## src/rtl/packet_assembler.sv

```systemverilog
// Collects big-endian bytes into PKT_WIDTH-bit packets behind a one-deep output
// register, with an optional idle timeout that drops stalled partial packets.
module packet_assembler #(
  parameter int PKT_WIDTH      = 24,
  parameter int TIMEOUT_CYCLES = 0
) (
  input  logic                 clk,
  input  logic                 arstn,
  input  logic                 byte_valid,
  output logic                 byte_ready,
  input  logic [7:0]           byte_in,
  output logic                 pkt_valid,
  input  logic                 pkt_ready,
  output logic [PKT_WIDTH-1:0] pkt,
  output logic                 timeout
);

  localparam int NUM_BYTES = ((PKT_WIDTH + 7) / 8) < 1 ? 1 : ((PKT_WIDTH + 7) / 8);
  localparam int TW        = NUM_BYTES * 8;
  localparam int IW        = (NUM_BYTES > 1) ? $clog2(NUM_BYTES) : 1;
  localparam int CW_RAW    = $clog2(TIMEOUT_CYCLES + 1);
  localparam int CW        = (CW_RAW < 1) ? 1 : CW_RAW;

  logic [IW-1:0]        r_idx;
  logic [CW-1:0]        r_idle;
  logic [TW-1:0]        r_partial;
  logic [PKT_WIDTH-1:0] r_pkt;
  logic                 r_pktValid;
  logic                 r_timeout;

  logic          w_last;
  logic          w_accept;
  logic          w_load;
  logic          w_handoff;
  logic          w_idleCycle;
  logic          w_expire;
  logic [TW-1:0] w_full;

  assign w_last      = (r_idx == IW'(NUM_BYTES - 1));
  assign byte_ready  = arstn && (!w_last || !r_pktValid || pkt_ready);
  assign w_accept    = byte_valid && byte_ready;
  assign w_load      = w_accept && w_last;
  assign w_handoff   = r_pktValid && pkt_ready;
  assign w_idleCycle = (r_idx != '0) && !byte_valid;
  // Fires on the edge that would bring the idle count up to TIMEOUT_CYCLES.
  assign w_expire    = (TIMEOUT_CYCLES > 0) && w_idleCycle &&
                       (r_idle == CW'(TIMEOUT_CYCLES - 1));
  assign w_full      = (r_partial << 8) | TW'(byte_in);

  always_ff @(posedge clk) begin
    if (!arstn) begin
      r_idx      <= '0;
      r_idle     <= '0;
      r_partial  <= '0;
      r_pkt      <= '0;
      r_pktValid <= 1'b0;
      r_timeout  <= 1'b0;
    end else begin
      r_timeout <= w_expire;

      if (w_expire) begin
        r_idx     <= '0;
        r_idle    <= '0;
        r_partial <= '0;
      end else if (w_accept) begin
        r_idle <= '0;
        if (w_last) begin
          r_idx     <= '0;
          r_partial <= '0;
        end else begin
          r_idx     <= r_idx + 1'b1;
          r_partial <= w_full;
        end
      end else if (r_idx == '0) begin
        r_idle <= '0;
      end else if (w_idleCycle && (r_idle != '1)) begin
        r_idle <= r_idle + 1'b1;
      end

      // A load in the same cycle as a handoff replaces the packet without a gap.
      if (w_load) begin
        r_pkt      <= PKT_WIDTH'(w_full);
        r_pktValid <= 1'b1;
      end else if (w_handoff) begin
        r_pktValid <= 1'b0;
      end
    end
  end

  assign pkt_valid = r_pktValid;
  assign pkt       = r_pkt;
  assign timeout   = r_timeout;

endmodule

```

## config.mk

```make
export PLATFORM = sky130hd
export DESIGN_NAME = packet_assembler
export DESIGN_NICKNAME = d
export VERILOG_FILES = /design/src/rtl/packet_assembler.sv
export SDC_FILE = /design/constraint.sdc
export NUM_CORES = 1
export LEC_CHECK = 0
export BUFFER_PORTS_ARGS = -buffer_cell sky130_fd_sc_hd__buf_2
export CORE_MARGIN = 5
export CORE_UTILIZATION = 56
export DETAILED_ROUTE_END_ITERATION = 6
export PLACE_DENSITY = 0.83
export RECOVER_POWER = 100
export SLEW_MARGIN = 20
export SYNTH_ARGS = -nofsm -noshare
export SYNTH_HDL_FRONTEND = slang
export SYNTH_SLANG_ARGS = --single-unit
```

## constraint.sdc

```tcl
create_clock -name clk -period 2.35 [get_ports clk]
set_input_delay 0.47 -clock clk [delete_from_list [all_inputs] [get_ports clk]]
set_output_delay 0.47 -clock clk [all_outputs]
set_load 0.005 [all_outputs]
```

==> results.txt, run 1 <==
The highest ir drop seen on vdd is 0.485 mV. The number of antenna violations at the first check in global routing is 0. Of the total power, the share spent switching nets is 0.250. The final total power came out at between 1 and 1.5 mW. In this run the tool buffered the top-level ports with 37 buffer cells.

The first global-routing pass estimated 5610 um of wire. The number of buffers added for setup after CTS came out at 0. The sequential area share after synthesis is 0.528. In this run the critical register-to-register path is launched from pkt_valid.

The number of instances in the synthesized netlist came out at 180. The clock transition time at the flip-flop clock pins of the worst setup and hold paths came out at 0.12 ns. The pre-antenna-repair detailed-routing pass consisted of 4 iterations. The diode insertion count for antenna repair came out at 0. The mapped netlist covers about 1600 sq um.

The buffer levels on the longest clock path came out at 2. The endpoint identified for the worst register-to-register timing path is pkt_valid. The final count of negative-setup-slack endpoints came out at 0. The die outline width came out at 64.0 um. The final hold violation count came out at 0. Wires add up to 3210 um. The largest net degree at the start of global routing came out at 45. 39 I/O pins were placed.

Buffers inserted during clock tree synthesis total 5. The post-layout net count is 222. The slew of the pin with the lowest slew margin came out at 0.571 ns. The kind of end point of the critical path is an output port.

For this design, the CTS-stage hold fixing added 0 buffers. The synthesized area divided by synthesized cell count came out at 9.06 sq um. The largest clock skew in the final design came out at 0.00901 ns. Counting every net in the synthesized netlist gives 192. The worst path meets setup with 0.536 ns of slack. For hold timing, the worst endpoint is r_partial[6]. The tightest min-delay check is of the in2reg type. The total overflow left after global routing is 0.

In the final layout, the share of cells above drive strength 1 is 0.180. The final count of pins violating max slew came out at 0. The latest clock arrival within the worst-skew pair came out at 0.35 ns. TritonCTS built the clock tree. The achievable frequency is 0.551 GHz.

The worst setup path is launched from a flip-flop. The net switching power figure came out at 300 uW. In this run the static leakage power is 0.804 nW. The number of antenna-violating nets in the routed design came out at 0.

The global routing usage summed across all routing layers is 0.169. In this run the tightest slew margin relative to its limit is 0.619. The vias after detailed routing came out at 1336. The violation count after the first detailed-routing iteration is between 60 and 70. The count of H-tree levels built during CTS is 2. In this run the most critical hold path is launched from byte_in[6]. The areal power density over the cells came out at 662 nW/um^2. The worst hold path passes through 3 cells.

The chip height is 64.0 um. After detailed routing, the number of remaining DRC violations is 0. The number of global-route vias before repair is 1283. The cell depth of the worst flop-to-flop path came out at 3. The placeable core region is 2780 sq um. The minimum clock period is 1.81 ns. The number of cells upsized or downsized after cts came out at 0. The design internal power came out at ~900 uW.

The area of the die is 4090 sq um. The cell row count came out at 19. The arrival time of the worst setup path is ~1.3 ns.

The detailed-placement wirelength estimate is between 2000 and 2500 um. For this configuration, the core starts out at a cell density of 0.587. The post-synthesis register bit count is 43.

The combinational share of power came out at 0.072. The share of total power dissipated in the clock network is 0.290. In this run the register-to-register setup slack is between 0.7 and 0.8 ns. The signed area change from the synthesized netlist to the final layout came out at 11.2%. The run finished with clean final reports. The biggest fanout along the worst timing path came out at 18. For the worst setup path, the data required time is 1.88 ns. The period utilization is 0.772.

The number of max-capacitance violations reported came out at 0. After routing, the total negative slack on setup checks comes to 0 ns. The clock sink total is 43. The worst setup path is of the reg2out kind. The routability congestion estimate from global placement came out at 0.763.

The routed length per placed instance came out at 13.3 um. The power share of the sequential group came out at 0.638. For this run, the number of Yosys warnings is 0. Setup repair after global routing left no endpoint under its margin. The per-cell via count in the routed design is 5.52.

The tree is rooted in a clkbuf_4. The minimum setup slack after placement came out at 0.452 ns. The number of unique standard cell types used by synthesis is 21.
power groups by stage:
stage          registers [mW]  logic (mW)  clock network, mW
2_1_floorplan           0.779      0.0684                  0
3_3_place_gp            0.780      0.0880                  0
3_5_place_dp            0.782      0.0903                  0
4_1_cts                 0.766      0.0907              0.360
5_1_grt                 0.769      0.0982              0.405
6_report                0.766      0.0868              0.348
worst max-delay path, stage by stage (launching register included):
cell and delay (ns):
dfxtp_1 0.40, nand2b_1 0.13, buf_4 0.21, o21a_1 0.14, clkbuf_1 0.11
Yosys cell counts:
cell	count	area share
buf_6	3	0.021
dfxtp_1	43	0.53
nand3_1	16	0.049
nor2b_1	2	0.0077
nand2_1	42	0.097
o21a_2	1	0.0054
buf_4	3	0.014
o21a_1	1	0.0046
nor2_1	1	0.0023
o22ai_1	1	0.0038
mux2i_1	17	0.10
buf_2	6	0.018
nand3_2	1	0.0061
conb_1	1	0.0023
nand4_1	8	0.031
and3_1	1	0.0038
and2_4	1	0.0054
a21boi_1	1	0.0046
o21ai_1	24	0.074
nand2b_1	2	0.0077
clkbuf_1	5	0.012
stage by stage:
step	area (sq um)	hold slack (ns)	instances	util
6_report	1810	0.356	242	0.652
5_1_grt	1810	0.347	242	0.652
4_1_cts	1830	0.354	242	0.658
3_5_place_dp	1770	0.446	234	0.637
3_3_place_gp	1770	0.436	234	0.637
2_1_floorplan	1630	0.435	180	-
worst max-delay path by stage:
stage,cells past startpoint,start,endpoint
after floorplan,3,pkt_ready,byte_ready
after global placement,4,pkt_ready,pkt[12]
after detailed placement,4,pkt_ready,pkt[12]
after CTS,4,r_idx[0],byte_ready
after global routing,4,r_idx[0],byte_ready
final,4,r_idx[0],byte_ready
registers in the layout, summed over array words and instances, names as in the netlist:
register / flops
pkt: 24
r_partial: 16
r_idx: 2
pkt_valid: 1
per-layer routing:
metal  track usage  vias to the layer above  wire (um)
li1              -                      671          -
met3        0.0630                        6        183
met4        0.0519                        0         42
met5             0                        -          0
met2         0.293                       33       1570
met1         0.191                      626       1410
placed cells by master (no fill, tap or decap), drive strengths merged:
cell and instances:
dfxtp 43, nand2 42, buf 28, o21ai 24, mux2i 17, nand3 17
clkbuf 17, nand4 8, nand2b 2, o21a 2, nor2b 2, clkinvlp 2
and2 1, and3 1, nor2 1, o22ai 1, a21boi 1, conb 1
clkinv 1
area by class of cell:
class | count | area (sq um)
clock buffer | 5 | 37.5
clock inverter | 3 | 20.0
fill | 231 | 967
multi-input combinational | 120 | 664
sequential | 43 | 861
tap | 31 | 38.8
timing repair buffer | 40 | 193
cells by family (layout without fill, tap and decap cells):
group                  count (synthesis)  after routing  synth area share
buffers and inverters                 17             48            0.0644
AO/OA/AOI/OAI                         28             28            0.0920
multiplexers                          17             17             0.104
AND/OR/NAND/NOR                       74             74             0.209
flip-flops                            43             43             0.528
other                                  1              1           0.00230
Power figures use the tool's default switching activity.
==> run 2, diff against run 1 <==
Settings changed: CORE_UTILIZATION 56 to 52, PLACE_DENSITY 0.83 to 0.78.
Clock period 2.35 ns to 1.71 ns, I/O delays scaled along.
==> results.txt, run 2 (same netlist as run 1, synthesis figures left out) <==
The final total power is 1.61 mW (was 1.20 mW). The detailed-placement wirelength estimate is 2340 um (was 2300 um). The period utilization came out at 0.902. The CTS tree is done (unchanged). The final-layout fill cell count was 267 (was 231). The placeable core region is 3030 sq um (was 2780 sq um).

The flip-flop count of the largest register after layout was 24 (unchanged). The final hold violation count came to 0 (unchanged). The highest-utilization routing layer at the global route stage is met2 (unchanged). The routability congestion estimate from global placement came out at 0.697 (was 0.763).

The number of antenna violations at the first check in global routing came out at 0 (unchanged). The per-cell via count in the routed design is 5.12 (was 5.52). The share of the core filled with cells in the final layout came out at 0.612 (was 0.652). The largest net degree at the start of global routing is 18 (was 45). The slew of the pin with the lowest slew margin came out at 0.531 ns (was 0.571 ns). The starting density of the core is 0.539 (was 0.587). The critical path data required time is 1.37 ns (was 1.88 ns). The total non-filler cell area in the finished layout came out at 1850 sq um (was 1810 sq um). The latest clock arrival within the worst-skew pair is 0.35 ns (about the same).

The die outline width is 66.0 um (was 64.0 um). The arrival time of the worst setup path came out at 1.20 ns (was 1.34 ns). Run status: complete, no violations (unchanged). The number of global-route vias before repair came out at 1211 (was 1283). The diode insertion count for antenna repair is 0 (unchanged). The sum of routed wire length over all layers came to 3160 um (was 3210 um). The number of buffers added for setup after CTS came out at 0 (unchanged). The biggest fanout along the worst timing path is 8 (was 18). The quantity of hold-fixing buffers added after cts is 0 (unchanged). The global-route wire length before repair came out at 5380 um (was 5610 um). The final count of negative-setup-slack endpoints is 0 (unchanged).

The cell row count is 20 (was 19). The number of cells upsized or downsized after cts is 0 (unchanged). The relative slew slack came out at 0.646 (was 0.619).

The vias after detailed routing is 1326 (was 1336). The violation count after the first detailed-routing iteration came to 55 (was 62). The clock sink total is 43 (unchanged). Setup repair after global routing missed its margin: false (unchanged). The final routed DRC violation total is 0 (unchanged). The commonest non-fill, non-tap cell in the layout is dfxtp_1 (unchanged). The final global-route overflow total is 0 (unchanged). The launching element type of the critical path is a flip-flop (unchanged). The post-layout net count is 228 (was 222). The minimum clock period came out at 1.54 ns. The global-route track usage on met1 is 0.202 (was 0.191). Most frequent cells in the layout: 43 x dfxtp_1, 42 x nand2_1, 28 x buf_2, 23 x o21ai_0 (was 43 x dfxtp_1, 42 x nand2_1, 25 x buf_2, 22 x o21ai_0, 17 x mux2i_1). The number of primary I/O pins came to 39 (unchanged).

The areal power density over the cells is 869 nW/um^2 (was 662 nW/um^2). The kind of end point of the critical path is an output port (unchanged). The met2 track demand over resource came out at 0.257 (was 0.293).

For this run, the top clock speed supported by timing is 0.649 GHz. The number of antenna-violating nets in the routed design came out at 0 (unchanged). The number of clock buffers inserted by TritonCTS was 5 (unchanged). The clock transition time at the flip-flop clock pins of the worst setup and hold paths is 0.11 ns (was 0.12 ns).

The sum of negative setup slack is 0 ns (unchanged). The chip height is 66.0 um (was 64.0 um). The buffer levels on the longest clock path came out at 2 (unchanged). The worst min-delay path class is in2reg (unchanged). The count of H-tree levels built during CTS is 2 (unchanged). The area of the die came out at 4360 sq um (was 4090 sq um). The proportion of layout cells with a drive suffix above 1 is 0.195 (was 0.180). The signed area change from the synthesized netlist to the final layout came out at 13.5% (was 11.2%). The root buffer selected by CTS is clkbuf_4 (unchanged).

The largest clock skew in the final design is 0.0101 ns (was 0.00901 ns). The final count of pins violating max slew came out at 0 (unchanged). The highest ir drop seen on vdd is 0.598 mV (was 0.485 mV). The critical setup path kind is reg2out (unchanged). The leakage power figure is 0.839 nW (was 0.804 nW). The total iterations of the first detailed-routing run came to 4 (unchanged). The global-route track usage on met3 came out at 0.0459 (was 0.0630). The routed length per placed instance is 12.2 um (was 13.3 um).

The number of max-capacitance violations reported came out at 0 (unchanged). The count of input and output buffers is 37 (unchanged). The global routing usage summed across all routing layers was 0.163 (was 0.169). The area of placed instances is 1830 sq um (was 1770 sq um).
## run 2: changes by cell type in the layout (fill, tap and decap cells not counted), sizes merged
cell      delta
buf          +7
clkinvlp     -2
clkinv       -1
## run 2: power breakdown
group | switching, mW | internal, mW
Combinational | 0.0747 | 0.0496
Sequential | 0.0172 | 1.03
Clock | 0.287 | 0.146
Total | 0.379 | 1.23
## run 2: final timing paths
path,from,cells after the start,slack (ns),endpoint
max,pkt_valid,3,0.17,byte_ready
min,byte_in[5],3,0.23,r_partial[5]
max reg2reg,pkt_valid,4,0.27,pkt[21]
min reg2reg,pkt[20],2,0.46,pkt[20]
## run 2: layout make-up
| type | instances | area, sq um | share of cell area |
|---|---|---|---|
| Timing Repair Buffer | 46 | 235 | 0.127 |
| Multi-Input combinational cell | 120 | 659 | 0.356 |
| Sequential cell | 43 | 861 | 0.465 |
| Clock buffer | 6 | 41.3 | 0.0223 |
| Tap cell | 44 | 55.1 | 0.0297 |
## run 2: worst max-delay path: stages, from the launching register on
cell	delay, ns
dfxtp_1	0.35
nand2b_1	0.18
o21a_1	0.22
clkbuf_1	0.10
## run 2: stage by stage
step                      setup WS, ns  std cells  hold WS, ns
after floorplan                  0.386        180        0.435
after detailed placement         0.341        253        0.443
after global placement           0.338        253        0.435
final                            0.168        259        0.228
after CTS                        0.133        259        0.221
after global routing            0.0740        259        0.239
## run 2: metal layers
metal,part of all wire,wire length [um]
met5,0,0
met4,0.021,66
met3,0.048,153
met2,0.45,1430
met1,0.48,1510
==> run 3, diff against run 2 <==
Settings changed: PLACE_DENSITY 0.78 to 0.86.
==> results.txt, run 3 (same netlist as run 1, synthesis figures left out) <==
The routed length per placed instance was 12.0 um (was 12.2 um). The global-route wire length before repair came out at 5160 um (was 5380 um). The number of cells upsized or downsized after cts is 0 (unchanged). The critical path's slowest cell was dfxtp_1 (unchanged). The final hold violation count is 0 (unchanged). The achievable frequency is 0.646 GHz (was 0.649 GHz). Run status: complete, no violations (unchanged). The number of primary I/O pins is 39 (unchanged). The proportion of layout cells with a drive suffix above 1 is 0.165 (was 0.195). Most frequent cells in the layout: 43 x dfxtp_1, 42 x nand2_1, 23 x buf_2, 22 x o21ai_0, 17 x mux2i_1 (was 43 x dfxtp_1, 42 x nand2_1, 28 x buf_2, 23 x o21ai_0). The per-cell via count in the routed design is 5.01 (was 5.12). The root buffer selected by CTS was clkbuf_4 (unchanged). The final count of pins violating max slew came out at 0 (unchanged). The delay of the slowest critical-path stage came to 0.35 ns (about the same). The global routing usage summed across all routing layers is 0.157 (was 0.163). The relative slew slack was 0.641 (was 0.646).

The signed area change from the synthesized netlist to the final layout is 12.2% (was 13.5%). The minimum clock period came out at 1.55 ns (was 1.54 ns). The number of antenna violations at the first check in global routing is 0 (unchanged). Setup repair after global routing missed its margin: false (unchanged). The diode insertion count for antenna repair is 0 (unchanged).

The latest clock arrival within the worst-skew pair is 0.34 ns (was 0.35 ns). The violation count after the first detailed-routing iteration is 72 (was 55). The detailed-placement wirelength estimate came out at 2190 um (was 2340 um). The die outline width came out at 66.0 um (unchanged). The placeable core region came out at 3030 sq um (unchanged). The critical setup path kind is reg2out (unchanged). The count of H-tree levels built during CTS is 2 (unchanged). The arrival time of the worst setup path is 1.21 ns (was 1.20 ns). The number of buffers added for setup after CTS came to 0 (unchanged). The kind of end point of the critical path is an output port (unchanged). The number of max-capacitance violations reported is 0 (unchanged).

The worst min-delay path class is in2reg (unchanged). The largest net degree at the start of global routing came to 29 (was 18). The cell row count came to 20 (unchanged). The clock sink total came to 43 (unchanged). The final routed DRC violation total is 0 (unchanged).

The leakage power figure came to 0.803 nW (was 0.839 nW). The starting density of the core is 0.539 (unchanged). The number of antenna-violating nets in the routed design came out at 0 (unchanged). The flip-flop count of the largest register after layout is 24 (unchanged). The highest ir drop seen on vdd is 0.576 mV (was 0.598 mV). The biggest fanout along the worst timing path came to 8 (unchanged). The vias after detailed routing came out at 1282 (was 1326). The chip height came out at 66.0 um (unchanged). The critical path data required time is 1.37 ns (about the same).

The CTS tree is done (unchanged). The sum of negative setup slack is 0 ns (unchanged). The sum of routed wire length over all layers is 3070 um (was 3160 um). The largest clock skew in the final design came out at 0.00589 ns (was 0.0101 ns). Cell Chain, Critical Path: nand2b_1, o21a_1, clkbuf_1 (unchanged). The area of the die came out at 4360 sq um (unchanged). The quantity of hold-fixing buffers added after cts came to 0 (unchanged). The share of the core filled with cells in the final layout came out at 0.605 (was 0.612). The number of global-route vias before repair was 1131 (was 1211). The routability congestion estimate from global placement is 0.724 (was 0.697).

The count of input and output buffers came out at 37 (unchanged). The clock transition time at the flip-flop clock pins of the worst setup and hold paths is 0.11 ns (about the same). The areal power density over the cells is 875 nW/um^2 (was 869 nW/um^2). The number of clock buffers inserted by TritonCTS came to 5 (unchanged). The slew of the pin with the lowest slew margin is 0.538 ns (was 0.531 ns). The total iterations of the first detailed-routing run is 4 (unchanged). The period utilization is 0.906 (was 0.902). The final count of negative-setup-slack endpoints was 0 (unchanged).

The final global-route overflow total came out at 0 (unchanged). The buffer levels on the longest clock path is 2 (unchanged). The launching element type of the critical path is a flip-flop (unchanged). The commonest non-fill, non-tap cell in the layout was dfxtp_1 (unchanged). The post-layout net count came out at 225 (was 228).
==> run 3: cell types whose count changed in the layout (fill, tap and decap cells not counted), sizes merged <==
cell    change
clkbuf      +4
buf         -7
==> run 3: per-stage QoR <==
step / setup WS, ns / cell area (sq um) / hold WS [ns] / cells / total power, mW
2_1_floorplan: 0.386 / 1630 / 0.435 / 180 / 1.16
3_3_place_gp: 0.149 / 1810 / 0.435 / 250 / 1.20
3_5_place_dp: 0.125 / 1810 / 0.439 / 250 / 1.20
4_1_cts: 0.140 / 1850 / 0.238 / 256 / 1.62
5_1_grt: 0.0879 / 1830 / 0.250 / 256 / 1.67
6_report: 0.161 / 1830 / 0.244 / 256 / 1.60
==> run 3: where the power goes <==
| group | switching [mW] | total, mW | leakage, nW | internal, mW |
|---|---|---|---|---|
| Combinational | 0.0752 | 0.122 | 0.429 | 0.0467 |
| Sequential | 0.0167 | 1.05 | 0.349 | 1.03 |
| Clock | 0.281 | 0.428 | 0.0242 | 0.147 |
| Total | 0.373 | 1.60 | 0.803 | 1.23 |
==> run 3: routing by layer <==
layer / share of wire / GRT usage / vias to the layer above
met5: 0 / 0 / -
met4: 0.015 / 0.0533 / 0
met3: 0.043 / 0.0578 / 4
met2: 0.48 / 0.255 / 27
met1: 0.46 / 0.190 / 580
li1: - / - / 671
==> run 3: worst paths after layout <==
check / startpoint / endpoint / slack, ns / cells past startpoint
worst max-delay path: pkt_valid / byte_ready / 0.16 / 3
worst min-delay path: byte_in[6] / r_partial[6] / 0.24 / 3
worst max register to register: r_idx[1] / pkt[7] / 0.19 / 4
worst min register to register: pkt[2] / pkt[2] / 0.46 / 2
==> run 3: area by class of cell <==
type / count / area, sq um
clock buffers: 6 / 41.3
fillers: 272 / 1200
multi-input cells: 120 / 664
flip-flops and latches: 43 / 861
well taps: 44 / 55.1
repair buffers: 43 / 209
==> run 3: critical path: cells and delay by family (launching register included) <==
family,cells,cell delay [ns]
AOI/OAI and AO/OA,1,0.24
buffers and inverters,1,0.10
DFF,1,0.35
and+or+nand+nor,1,0.18
